<file path="src/rtl/rv32i_pkg.sv">
// rv32i_pkg: shared definitions for the multi-cycle RV32I core.
//   - OP_* opcode constants (IR[6:0])
//   - alu_op_e: ALU operation encoding driven on alu_ctrl_o
//   - ctrl_state_e: main control FSM states
//   - RES_*, SRCA_*, SRCB_*: datapath mux select encodings
package rv32i_pkg;

    localparam logic [6:0] OP_LOAD   = 7'b0000011;
    localparam logic [6:0] OP_STORE  = 7'b0100011;
    localparam logic [6:0] OP_OP     = 7'b0110011;
    localparam logic [6:0] OP_ALUI   = 7'b0010011;
    localparam logic [6:0] OP_BRANCH = 7'b1100011;
    localparam logic [6:0] OP_JAL    = 7'b1101111;
    localparam logic [6:0] OP_JALR   = 7'b1100111;
    localparam logic [6:0] OP_LUI    = 7'b0110111;
    localparam logic [6:0] OP_AUIPC  = 7'b0010111;

    typedef enum logic [3:0] {
        AluAdd  = 4'd0,
        AluSub  = 4'd1,
        AluSll  = 4'd2,
        AluSlt  = 4'd3,
        AluSltu = 4'd4,
        AluXor  = 4'd5,
        AluSrl  = 4'd6,
        AluSra  = 4'd7,
        AluOr   = 4'd8,
        AluAnd  = 4'd9
    } alu_op_e;

    typedef enum logic [3:0] {
        StFetch    = 4'd0,
        StDecode   = 4'd1,
        StMemAdr   = 4'd2,
        StMemRead  = 4'd3,
        StMemWb    = 4'd4,
        StMemWrite = 4'd5,
        StExecR    = 4'd6,
        StExecI    = 4'd7,
        StAluWb    = 4'd8,
        StBranch   = 4'd9,
        StJalr     = 4'd10,
        StJal      = 4'd11,
        StLui      = 4'd12,
        StTrap     = 4'd13
    } ctrl_state_e;

    // result_src encodings
    localparam logic [1:0] RES_ALUOUT = 2'b00;
    localparam logic [1:0] RES_RDATA  = 2'b01;
    localparam logic [1:0] RES_ALU    = 2'b10;

    // alu_src_a encodings
    localparam logic [1:0] SRCA_PC    = 2'b00;
    localparam logic [1:0] SRCA_OLDPC = 2'b01;
    localparam logic [1:0] SRCA_RS1   = 2'b10;
    localparam logic [1:0] SRCA_ZERO  = 2'b11;

    // alu_src_b encodings
    localparam logic [1:0] SRCB_RS2  = 2'b00;
    localparam logic [1:0] SRCB_IMM  = 2'b01;
    localparam logic [1:0] SRCB_FOUR = 2'b10;

endpackage

</file>
<file path="src/rtl/alu_dec.sv">
// alu_dec: combinational ALU decoder for OP and OP-IMM instructions.
// Ports:
//   funct3_i    in  3  IR[14:12]
//   funct7b5_i  in  1  IR[30]
//   is_rtype_i  in  1  1 = register-register (OP), 0 = immediate (OP-IMM)
//   alu_op_o    out    selected ALU operation
module alu_dec
    import rv32i_pkg::*;
(
    input  logic [2:0] funct3_i,
    input  logic       funct7b5_i,
    input  logic       is_rtype_i,
    output alu_op_e    alu_op_o
);

    always_comb begin
        alu_op_o = AluAdd;
        unique case (funct3_i)
            // IR[30] is part of the immediate for addi, so only R-type may pick SUB
            3'b000:  alu_op_o = (is_rtype_i && funct7b5_i) ? AluSub : AluAdd;
            3'b001:  alu_op_o = AluSll;
            3'b010:  alu_op_o = AluSlt;
            3'b011:  alu_op_o = AluSltu;
            3'b100:  alu_op_o = AluXor;
            3'b101:  alu_op_o = funct7b5_i ? AluSra : AluSrl;
            3'b110:  alu_op_o = AluOr;
            3'b111:  alu_op_o = AluAnd;
            default: alu_op_o = AluAdd;
        endcase
    end

endmodule

</file>
<file path="src/rtl/multicycle_ctrl.sv">
// multicycle_ctrl: main control FSM of the multi-cycle RV32I core.
// Sequences the shared ALU, the single memory port, IR/oldPC and ALUOut.
// Ports:
//   clk_i, rst_ni                   clock, async active-low reset
//   op_i, funct3_i, funct7b5_i      instruction fields from IR
//   branch_taken_i                  compare-unit result, used in BRANCH
//   mem_ready_i                     memory completes the current request
//   mem_req_o, mem_we_o, adr_src_o  memory request, write, address source
//   ir_write_o, pc_write_o          IR/oldPC load, PC load
//   reg_write_o                     register-file write enable
//   result_src_o, alu_src_a_o, alu_src_b_o, alu_ctrl_o   datapath control
//   retire_o                        one-cycle pulse per completed instruction
//   illegal_o                       illegal-opcode trap flag
// Optional feature: define CTRL_TRAP_ILLEGAL_EN to trap unknown opcodes in TRAP;
// otherwise they retire as a NOP and illegal_o is tied to 0.
// Outputs are combinational from the state and inputs.
module multicycle_ctrl
    import rv32i_pkg::*;
#(
    parameter int unsigned MEM_TIMEOUT_EN_CYCLES = 0
) (
    input  logic       clk_i,
    input  logic       rst_ni,
    input  logic [6:0] op_i,
    input  logic [2:0] funct3_i,
    input  logic       funct7b5_i,
    input  logic       branch_taken_i,
    input  logic       mem_ready_i,
    output logic       mem_req_o,
    output logic       mem_we_o,
    output logic       ir_write_o,
    output logic       pc_write_o,
    output logic       adr_src_o,
    output logic       reg_write_o,
    output logic [1:0] result_src_o,
    output logic [1:0] alu_src_a_o,
    output logic [1:0] alu_src_b_o,
    output logic [3:0] alu_ctrl_o,
    output logic       retire_o,
    output logic       illegal_o
);

    if (MEM_TIMEOUT_EN_CYCLES != 0) begin : g_timeout_unsupported
        $error("multicycle_ctrl: MEM_TIMEOUT_EN_CYCLES is reserved and must be 0");
    end

    ctrl_state_e state_q, state_d;
    alu_op_e     dec_op;

    alu_dec u_alu_dec (
        .funct3_i   (funct3_i),
        .funct7b5_i (funct7b5_i),
        .is_rtype_i (state_q == StExecR),
        .alu_op_o   (dec_op)
    );

    always_ff @(posedge clk_i or negedge rst_ni) begin
        if (!rst_ni) begin
            state_q <= StFetch;
        end else begin
            state_q <= state_d;
        end
    end

    always_comb begin
        state_d      = state_q;
        mem_req_o    = 1'b0;
        mem_we_o     = 1'b0;
        ir_write_o   = 1'b0;
        pc_write_o   = 1'b0;
        adr_src_o    = 1'b0;
        reg_write_o  = 1'b0;
        result_src_o = RES_ALUOUT;
        alu_src_a_o  = SRCA_PC;
        alu_src_b_o  = SRCB_RS2;
        alu_ctrl_o   = AluAdd;
        retire_o     = 1'b0;
        illegal_o    = 1'b0;
        // Outputs stay at defaults while reset is held, so memory never sees a
        // fetch request (or IR/PC writes) before reset is released.
        if (rst_ni) begin
            case (state_q)
                StFetch: begin
                    mem_req_o    = 1'b1;
                    alu_src_a_o  = SRCA_PC;
                    alu_src_b_o  = SRCB_FOUR;
                    result_src_o = RES_ALU;
                    if (mem_ready_i) begin
                        ir_write_o = 1'b1;
                        pc_write_o = 1'b1;
                        state_d    = StDecode;
                    end
                end
                StDecode: begin
                    // ALUOut <- oldPC + imm: branch/JAL target, AUIPC result
                    alu_src_a_o = SRCA_OLDPC;
                    alu_src_b_o = SRCB_IMM;
                    case (op_i)
                        OP_LOAD, OP_STORE: state_d = StMemAdr;
                        OP_OP:             state_d = StExecR;
                        OP_ALUI:           state_d = StExecI;
                        OP_BRANCH:         state_d = StBranch;
                        OP_JAL:            state_d = StJal;
                        OP_JALR:           state_d = StJalr;
                        OP_LUI:            state_d = StLui;
                        OP_AUIPC:          state_d = StAluWb;
                        default: begin
`ifdef CTRL_TRAP_ILLEGAL_EN
                            state_d = StTrap;
`else
                            retire_o = 1'b1;
                            state_d  = StFetch;
`endif
                        end
                    endcase
                end
                StMemAdr: begin
                    alu_src_a_o = SRCA_RS1;
                    alu_src_b_o = SRCB_IMM;
                    state_d     = (op_i == OP_STORE) ? StMemWrite : StMemRead;
                end
                StMemRead: begin
                    mem_req_o = 1'b1;
                    adr_src_o = 1'b1;
                    if (mem_ready_i) begin
                        state_d = StMemWb;
                    end
                end
                StMemWb: begin
                    result_src_o = RES_RDATA;
                    reg_write_o  = 1'b1;
                    retire_o     = 1'b1;
                    state_d      = StFetch;
                end
                StMemWrite: begin
                    mem_req_o = 1'b1;
                    mem_we_o  = 1'b1;
                    adr_src_o = 1'b1;
                    if (mem_ready_i) begin
                        retire_o = 1'b1;
                        state_d  = StFetch;
                    end
                end
                StExecR: begin
                    alu_src_a_o = SRCA_RS1;
                    alu_src_b_o = SRCB_RS2;
                    alu_ctrl_o  = dec_op;
                    state_d     = StAluWb;
                end
                StExecI: begin
                    alu_src_a_o = SRCA_RS1;
                    alu_src_b_o = SRCB_IMM;
                    alu_ctrl_o  = dec_op;
                    state_d     = StAluWb;
                end
                StAluWb: begin
                    result_src_o = RES_ALUOUT;
                    reg_write_o  = 1'b1;
                    retire_o     = 1'b1;
                    state_d      = StFetch;
                end
                StBranch: begin
                    // ALU compares; PC takes the target computed into ALUOut in DECODE
                    alu_src_a_o  = SRCA_RS1;
                    alu_src_b_o  = SRCB_RS2;
                    alu_ctrl_o   = AluSub;
                    result_src_o = RES_ALUOUT;
                    pc_write_o   = branch_taken_i;
                    retire_o     = 1'b1;
                    state_d      = StFetch;
                end
                StJalr: begin
                    alu_src_a_o = SRCA_RS1;
                    alu_src_b_o = SRCB_IMM;
                    state_d     = StJal;
                end
                StJal: begin
                    // PC <- ALUOut (target) while the ALU forms oldPC + 4 for rd
                    alu_src_a_o  = SRCA_OLDPC;
                    alu_src_b_o  = SRCB_FOUR;
                    result_src_o = RES_ALUOUT;
                    pc_write_o   = 1'b1;
                    state_d      = StAluWb;
                end
                StLui: begin
                    alu_src_a_o = SRCA_ZERO;
                    alu_src_b_o = SRCB_IMM;
                    state_d     = StAluWb;
                end
                StTrap: begin
`ifdef CTRL_TRAP_ILLEGAL_EN
                    illegal_o = 1'b1;
                    state_d   = StTrap;
`else
                    state_d   = StFetch;
`endif
                end
                default: state_d = StFetch;
            endcase
        end
    end

endmodule
</file>
<file path="config.mk">
export PLATFORM = sky130hd
export DESIGN_NAME = multicycle_ctrl
export DESIGN_NICKNAME = d
export VERILOG_FILES = /design/src/rtl/rv32i_pkg.sv /design/src/rtl/alu_dec.sv /design/src/rtl/multicycle_ctrl.sv
export SDC_FILE = /design/constraint.sdc
export NUM_CORES = 1
export LEC_CHECK = 0
export CAP_MARGIN = 40
export CORE_MARGIN = 1
export CORE_UTILIZATION = 50
export DETAILED_ROUTE_END_ITERATION = 6
export DONT_BUFFER_PORTS = 1
export SETUP_SLACK_MARGIN = 0.15
export SLEW_MARGIN = 20
export SYNTH_ARGS = -nofsm -noshare
export SYNTH_HDL_FRONTEND = slang
export SYNTH_SLANG_ARGS = --single-unit
export TNS_END_PERCENT = 100
</file>
<file path="constraint.sdc">
create_clock -name clk_i -period 1.5 [get_ports clk_i]
set_input_delay 0.15 -clock clk_i [delete_from_list [all_inputs] [get_ports clk_i]]
set_output_delay 0.15 -clock clk_i [all_outputs]
set_load 0.01 [all_outputs]
</file>
# ---- Word-level counts from Yosys, hierarchy flattened
# Cells that the tools add are included.
dict set report word_totals {
  ff_bits 4
  in_bits 15
  out_inout_bits 18
  elab_cells 81
}
dict set report op_classes {
  n_eq_ne 31
  mux 33
  reduce_logical 16
}
# op count
set ops {}
lappend ops {{case mux 4 bit (8 select lines)} 2}
lappend ops {{case mux 4 bit (7 select lines)} 1}
lappend ops {{equality test 7 x 6 -> 1 bit, second input constant} 3}
lappend ops {{equality test 7 bit, second input constant} 3}
lappend ops {{equality test 4 bit, second input constant} 5}
lappend ops {{equality test 4 x 3 -> 1 bit, second input constant} 4}
lappend ops {{2-to-1 mux 1 bit} 16}
lappend ops {{2-to-1 mux 4 bit} 4}
lappend ops {{equality test 7 x 5 -> 1 bit, second input constant} 2}
lappend ops {{equality test 3 bit, second input constant} 4}
lappend ops {{OR reduction 2 bit} 6}
lappend ops {{OR reduction 5 bit} 2}
lappend ops {{OR reduction 9 bit} 1}
lappend ops {{equality test 4 x 2 -> 1 bit, second input constant} 2}
lappend ops {{case mux 2 bit (2 select lines)} 2}
lappend ops {{case mux 4 bit (2 select lines)} 1}
lappend ops {{equality test 7 x 2 -> 1 bit, second input constant} 1}
lappend ops {{equality test 3 x 2 -> 1 bit, second input constant} 2}
lappend ops {{2-to-1 mux 2 bit} 3}
lappend ops {{inequality test 2 bit, second input constant} 3}
lappend ops {{case mux 1 bit (3 select lines)} 2}
lappend ops {{case mux 2 bit (3 select lines)} 1}
lappend ops {{OR reduction 3 bit} 2}
lappend ops {{equality test 4 x 1 -> 1 bit, second input constant} 1}
lappend ops {{7 further kinds} 7}

# ---- Logic depth before layout (Yosys ltp)
# Gate-level depths: netlist of run 1.
dict set report logic_depth {
  ltp_word 6
  depth_mapped 6
  ltp_nobuf 4
}

# ---- By module
# From an unflattened synthesis of run 1, not the netlist that was laid out.
dict set report hier_totals {
  cells_unflattened 122
  area_unflattened_um2 827.0
}
# module instances cells_each area_each_um2 seq_area_each_um2
set by_module_without_submodules {}
lappend by_module_without_submodules {multicycle_ctrl 1 112 760.7 100.1}
lappend by_module_without_submodules {alu_dec 1 10 66.3 0.0}

# ---- Least setup slack after synthesis of run 1
# No wires, ideal clock.
dict set report synth_timing {
  path_type {register to output}
  start {register state_q[1]}
  end {output mem_req_o}
  arrival_ps 1356
  required_ps 1350
  slack_ps -6
  path_stages_with_launch 6
  path_buffers 1
  path_cell_list {dfrtp_1 > buf_4 > nor2_1 > nand2_1 > nor3_1 > or2_2}
}
dict set report synth_between {
  elab_chain_len 4
  elab_cells_between_ends 6
  classes_between {2 x eq/ne; 2 x mux; 2 x reduce/logical}
}
# element line
set synth_lines {}
lappend synth_lines {{start: declaration} multicycle_ctrl.sv:47} ;# ctrl_state_e state_q, state_d;
lappend synth_lines {{start signal: assignment} multicycle_ctrl.sv:59} ;# state_q <= StFetch;
lappend synth_lines {{start signal: assignment} multicycle_ctrl.sv:61} ;# state_q <= state_d;
lappend synth_lines {{equality test 4 x 3 -> 1 bit, or another cell as far along} multicycle_ctrl.sv:82} ;# case (state_q)
lappend synth_lines {{OR reduction 3 bit (no line) *} n/a}
lappend synth_lines {{2-to-1 mux 1 bit *} multicycle_ctrl.sv:82}
lappend synth_lines {{2-to-1 mux 1 bit *} multicycle_ctrl.sv:81} ;# if (rst_ni) begin
lappend synth_lines {{end: declaration} multicycle_ctrl.sv:29} ;# output logic mem_req_o,
# Every way passes the cells marked *; elsewhere a longest branch is shown, timed or not.

# ---- Worst setup path after layout of run 1
dict set report layout_timing {
  start {register state_q[1]}
  end {output alu_src_a_o[0]}
}
dict set report layout_between {
  elab_chain_len 4
  elab_cells_between_ends 12
  classes_between {8 x eq/ne; 2 x mux; 2 x reduce/logical}
}
# element line
set layout_lines {}
lappend layout_lines {{equality test 4 bit, or another cell as far along} multicycle_ctrl.sv:82}
lappend layout_lines {{OR reduction 5 bit (no line) or OR reduction 2 bit (tied branches)} n/a}
lappend layout_lines {{case mux 2 bit (3 select lines) *} multicycle_ctrl.sv:82}
lappend layout_lines {{2-to-1 mux 2 bit *} multicycle_ctrl.sv:81}
lappend layout_lines {{end: declaration} multicycle_ctrl.sv:36} ;# output logic [1:0] alu_src_a_o,
# Marked as above.

==> results of run 1 <==
-- critical path: stages (launching register included) --
cell and delay (ns):
dfrtp_2 0.46, buf_6 0.14, nor2_4 0.13, buf_6 0.13, and3_4 0.17, o21a_1 0.16
-- kinds of logic after synthesis --
family	Yosys count
simple gates	66
compound gates	36
buf+inv	12
flops	4
xor+xnor	1
mux	1
other cells	1
-- power groups by stage --
stage               combinational, mW  clock, mW  sequential [mW]
floorplan                       0.459          0            0.153
global placement                0.549          0            0.188
detailed placement              0.554          0            0.189
CTS                             0.858      0.137            0.170
global route                     1.09      0.148            0.178
finish                           1.03      0.148            0.176
-- stage by stage --
step / area (µm²) / power [mW] / hold WS (ns) / TNS [ns] / cells
finish: 1280 / 1.35 / 0.174 / -0.629 / 162
detailed placement: 903 / 0.742 / -0.145 / 0 / 142
floorplan: 840 / 0.612 / -0.146 / 0 / 121
CTS: 1190 / 1.16 / 0.187 / -0.368 / 160
global placement: 903 / 0.737 / -0.145 / 0 / 142
global route: 1280 / 1.41 / 0.191 / -1.31 / 162
-- timing repair --
action,4_1_cts,5_1_grt
resized for setup,38,19
setup endpoints to repair,20,21
endpoints found under the hold margin,4,0
hold buffers,1,0
pin swaps,19,15
setup buffers,14,2
-- layout make-up --
type                    instances  area (µm²)
clock buffers                   3        22.5
fillers                        95         239
inverters                       3        11.3
multi-input cells             105         848
flip-flops and latches          4         105
well taps                      16        20.0
repair buffers                 31         278
-- cells in the mapped netlist (all sizes together) --
cell type	n
a21boi	1
nor4	1
nand2b	8
o21a	4
inv	3
clkbuf	1
o2bb2ai	1
or2	3
or3	1
o21ai	7
o22ai	1
xor2	1
mux2i	1
o32a	1
conb	1
a22oi	1
nor2	14
nand3b	4
a211oi	2
nand4b	2
nand3	5
nor3b	2
o211ai	2
buf	8
o21bai	2
nor2b	4
nand2	5
and2	1
a211o	1
and3	3
or3b	1
nor3	9
a32o	2
a41oi	1
and4	2
a21oi	9
o31a	1
and3b	1
dfrtp	4
-- worst paths after layout --
check,startpoint,endpoint,slack (ns),cells past startpoint
setup / recovery,state_q[1],alu_src_a_o[0],-0.10,5
hold / removal,rst_ni,state_q[0],0.17,1
setup reg to reg,state_q[1],state_q[2],-0.02,6
hold reg to reg,state_q[1],state_q[1],0.73,2
max in group asynchronous,rst_ni,state_q[3],1.13,1
min in group clk_i,rst_ni,state_q[3],0.19,3
-- routing by layer --
metal	wire length, µm	share of wire
met1	1200	0.41
met2	1500	0.52
met3	137	0.047
met4	57	0.020
met5	0	0
==> impl_results.md, run 1 <==
* H-tree depth at 1
* DRC at 0
* Number of global-route vias before repair at 1,006
* CTS tree: yes
* Crit path max fanout at 6
* First-pass GRT wire length at 4440 µm
* Average cell area after synthesis at 6.77 µm²
* Post-synth top area cell: dfrtp_1
* Global placement routability congestion at 0.882
* Post-synthesis simple-gate area fraction at 0.475
* Met2 Use GR at 0.557
* Cell variety after synth at 45
* Grt total ovfl at 0
* Share of power burned in combinational logic at 0.760
* Final Cycle Share at 1.07
* Fin crit period at 1.60 ns
* #FFs+latches synth at 4
* Fmax at 624 MHz
* Clock Tree Buf Depth at 2
* Via/cell ratio at 6.53
* Avg WL per Cell at 17.9 µm
* Initial antenna violation count at 0
* Mux contribution to synthesized area at 0.0122
* Clock power share at 0.110
* VDD IR-drop max at 0.000635 V
* Skew final at 0.00721 ns
* Clock Pin Slew Worst Setup and Hold Paths at 0.04 ns
* RSZ-0062 raised after global routing: true
* Pleak at 0.494 nW
* Layout area overhead at 56.8%
* Top cell type's share of synthesized area at 0.122
* Class of the worst hold path: primary input to asynchronous set/reset pin
* Post-Synth XOR/XNOR Area at 0.0107
* Power per cell area at 1050 mW/mm²
* Reg power frac at 0.130
* Setup Viol. Count Final at 11
* Die area at 0.00180 mm²
* Crit path DAT at 1.45 ns
* Sequential-to-total area share from yosys stat at 0.122
* Biggest register: state_q
* Met3 Use GR at 0.0517
* Crit Path Class: register to output pin
* Final setup margin at -0.102 ns
* Most frequent cells in the layout: buf_4 (21), buf_6 (8), nor3_1 (6), nor2_1 (6), nor2_4 (5)
* Synthesized-area fraction occupied by adder cells at 0
* Drt pass-1 iters at 4
* Yosys warnings at 0
* Largest family of logic cells by synthesized area: simple AND/OR/NAND/NOR gates
* Clk root buf: clkbuf_4
* Commonest non-fill, non-tap cell in the layout: buf_4
* CTS Sinks at 4
* Critical path required time at 1.35 ns
* Clock Latency Late Sink at 0.25 ns
* Largest net degree at the start of global routing at 20
* Compound-gate portion of the synthesized area at 0.295
* Pre-CTS setup slack at 0.0386 ns
* Iteration-0 DRC Markers at 28
* Top cells by area, synth: dfrtp_1 (12%), nor2_1 (6.4%), a21oi_1 (5.5%), nor3_1 (5.5%), nand2b_1 (4.6%)
* All-layer global routing usage at 0.319
* Via count at 1,058
* Final Hold Fails at 0
* Busiest grt layer: met2
* Violated checks: negative setup slack
* Die width at 42.5 µm
* Height of the chip at 42.5 µm
* Crit. End Element: output pin
* Max reg flops at 4
* P_int at 720 µW
* GR Util met1 at 0.396
* Rows at 14
* Initial Utilization at 0.538
* # IOs at 33
* Sw Ratio at 0.466
* Cts bufs inserted at 3
* Final #Nets at 163
* Syn Inst Count at 121
* Post-Syn Nets at 136
* Startpoint Class: register
* Status: complete, but fails checks
* Switch Pwr at 629 µW
* Antenna diodes at 0
* Port Buffer Count at 0
* Mapped cell area at 820 µm²
* Largest regs: state_q x4
* Final WL at 2900 µm
* Slew Limit Fails at 0
* Post-Route Utilization at 0.843
* HPWL after DPL at 1590 µm
* DRT antenna net count at 0
* Share of cells above drive strength 1 at 0.473
* # Max-Cap Violations at 0
* CORE AREA at 0.00152 mm²
No activity file was read; power rests on OpenSTA's default activity.
==> inputs of run 2 (changes only) <==
==> constraint.sdc (replaced) <==
create_clock -name clk_i -period 1.8 [get_ports clk_i]
set_input_delay 0.18 -clock clk_i [delete_from_list [all_inputs] [get_ports clk_i]]
set_output_delay 0.18 -clock clk_i [all_outputs]
set_load 0.01 [all_outputs]
==> impl_results.md, run 2 (synthesis gave the netlist of run 1 again) <==
* Status: complete, no violations
* Final WL at 2380 µm (-18%)
* R2R Path End: state_q[2]
* Reg power frac at 0.192 (+0.062)
* Height of the chip at 42.5 µm (unchanged)
* HPWL after DPL at 1500 µm (-6.0%)
* Die width at 42.5 µm (unchanged)
* Clock Latency Late Sink at 0.24 ns (about the same)
* Clk root buf: clkbuf_4
* Pleak at 0.410 nW (-17%)
* CTS tree: yes
* Initial Utilization at 0.538 (unchanged)
* Crit path max fanout at 6 (unchanged)
* Port Buffer Count at 0 (unchanged)
* Class of the worst hold path: primary input to register
* CTS Sinks at 4 (unchanged)
* Sw Ratio at 0.450 (-0.0159)
* DRT antenna net count at 0 (unchanged)
* Cts bufs inserted at 3 (unchanged)
* Crit Path Class: register to output pin
* Met2 Use GR at 0.394 (-0.163)
* RSZ-0062 raised after global routing: true
* R2R depth at 5 (-1)
* Crit. End Element: output pin
* Antenna diodes at 0 (unchanged)
* Share of cells above drive strength 1 at 0.299 (-0.174)
* Most frequent cells in the layout: buf_4 (16), nor2_1 (12), a21oi_1 (9), nor3_1 (7)
* Final Hold Fails at 0 (unchanged)
* Initial antenna violation count at 0 (unchanged)
* All-layer global routing usage at 0.245 (-0.0744)
* Via/cell ratio at 6.42 (-1.7%)
* Clock Pin Slew Worst Setup and Hold Paths at 0.04 ns (about the same)
* Filler Cells Inserted at 140 (+47%)
* Largest net degree at the start of global routing at 20 (unchanged)
* Die area at 0.00180 mm² (unchanged)
* DRC at 0 (unchanged)
* Grt total ovfl at 0 (unchanged)
* Worst hold path depth at 3
* Drt pass-1 iters at 4 (unchanged)
* CORE AREA at 0.00152 mm² (unchanged)
* Inst Count DP at 132 (-7.0%)
* Share of power burned in combinational logic at 0.673 (-0.087)
* Number of global-route vias before repair at 788 (-22%)
* Largest regs: state_q x4
* Clock power share at 0.136 (+0.026)
* Max reg flops at 4 (unchanged)
* Layout area overhead at 24.9%
* R2R Path Start: state_q[0]
* GR Util met1 at 0.314 (-0.0820)
* # Max-Cap Violations at 0 (unchanged)
* Post-route setup TNS at 0 ns (+0.629 ns)
* Avg WL per Cell at 15.9 µm (-11%)
* Iteration-0 DRC Markers at 27 (-3.6%)
* HP Start: rst_ni
* Global placement routability congestion at 0.865 (-1.9%)
* Setup Viol. Count Final at 0 (-11)
* Final Cycle Share at 0.904
* Busiest grt layer: met2
* P_int at 455 µW (-37%)
* Hold Path Sink: state_q[3]
* Startpoint Class: register
* Clock Tree Buf Depth at 2 (unchanged)
* Slew Limit Fails at 0 (unchanged)
* Pre-CTS setup slack at 0.176 ns (+0.137 ns)
* Critical path required time at 1.62 ns (+0.27 ns)
* Fin crit period at 1.63 ns
* Switch Pwr at 373 µW (-41%)
* Met3 Use GR at 0.0776 (+0.0259)
* Final setup margin at 0.173 ns (+0.274 ns)
* Final Non-Filler Cells at 150 (-7.4%)
* Crit path DAT at 1.45 ns (about the same)
* Fmax at 614 MHz
* Worst R2R Setup Slack at 0.25 ns (+0.27 ns)
* VDD IR-drop max at 0.000477 V (-25%)
* H-tree depth at 1 (unchanged)
* # IOs at 33 (unchanged)
* Commonest non-fill, non-tap cell in the layout: buf_4
* Biggest register: state_q
* Skew final at 0.00477 ns (-0.00244 ns)
* Rows at 14 (unchanged)
* Power per cell area at 809 mW/mm² (-23%)
* Final #Nets at 151 (-7.4%)
* Via count at 963 (-9.0%)
* First-pass GRT wire length at 3440 µm (-23%)
[run 2: cell types whose count changed in the layout (fill, tap and decap cells not counted), moves of 2 or more]
| cell | change |
|---|---|
| a21oi_4 | -4 |
| nand2_1 | +2 |
| nor2_4 | -5 |
| a21oi_1 | +6 |
| a21oi_2 | -2 |
| o21ai_1 | -2 |
| buf_4 | -5 |
| o21ai_0 | +3 |
| nor2_1 | +6 |
| buf_6 | -7 |
[run 2: through the flow]
stage | util | instance area [µm²] | power (mW) | hold slack [ns]
after global placement | 0.534 | 815 | 0.547 | -0.115
after detailed placement | 0.534 | 815 | 0.547 | -0.115
after global routing | 0.672 | 1020 | 0.898 | 0.186
after CTS | 0.580 | 883 | 0.687 | 0.169
final | 0.672 | 1020 | 0.828 | 0.176
after floorplan | - | 820 | 0.494 | -0.116
[run 2: cell type report]
type,count,area (µm²),area share
multi-input cells,105,706,0.689
repair buffers,19,156,0.153
flip-flops and latches,4,104,0.101
clock buffers,3,22.5,0.0220
well taps,16,20.0,0.0196
inverters,3,15.0,0.0147
[run 2: power by group through the flow]
stage | combinational [mW] | sequential, mW | clock (mW)
3_3_place_gp | 0.376 | 0.171 | 0
5_1_grt | 0.606 | 0.162 | 0.130
3_5_place_dp | 0.375 | 0.172 | 0
2_1_floorplan | 0.368 | 0.126 | 0
6_report | 0.557 | 0.159 | 0.112
4_1_cts | 0.398 | 0.174 | 0.115
[run 2: timing repair]
action,4_1_cts,5_1_grt
pin swaps,1,2
setup buffers,3,11
endpoints found under the setup margin,8,6
resized for setup,6,15
endpoints found under the hold margin,4,0
gates cloned,0,0
hold buffers,1,0
[run 2: routing by layer]
layer,vias to the layer above,routed length (µm)
met5,-,0
met1,448,1010
met4,0,0
li1,470,-
met2,45,1160
met3,0,217
[run 2: critical path, cell delays in order, from the launching register on]
cell	delay, ns
dfrtp_2	0.37
buf_4	0.15
inv_1	0.09
a211o_1	0.24
nor3_2	0.16
o21a_1	0.20
[run 2: worst max-delay path by stage]
stage	slack, ns	endpoint	from
2_1_floorplan	0.26	mem_req_o	state_q[1]
3_3_place_gp	0.16	state_q[2]	state_q[2]
3_5_place_dp	0.18	state_q[2]	state_q[2]
4_1_cts	0.15	alu_ctrl_o[0]	state_q[3]
5_1_grt	0.08	alu_ctrl_o[0]	state_q[1]
6_report	0.17	alu_ctrl_o[0]	state_q[1]
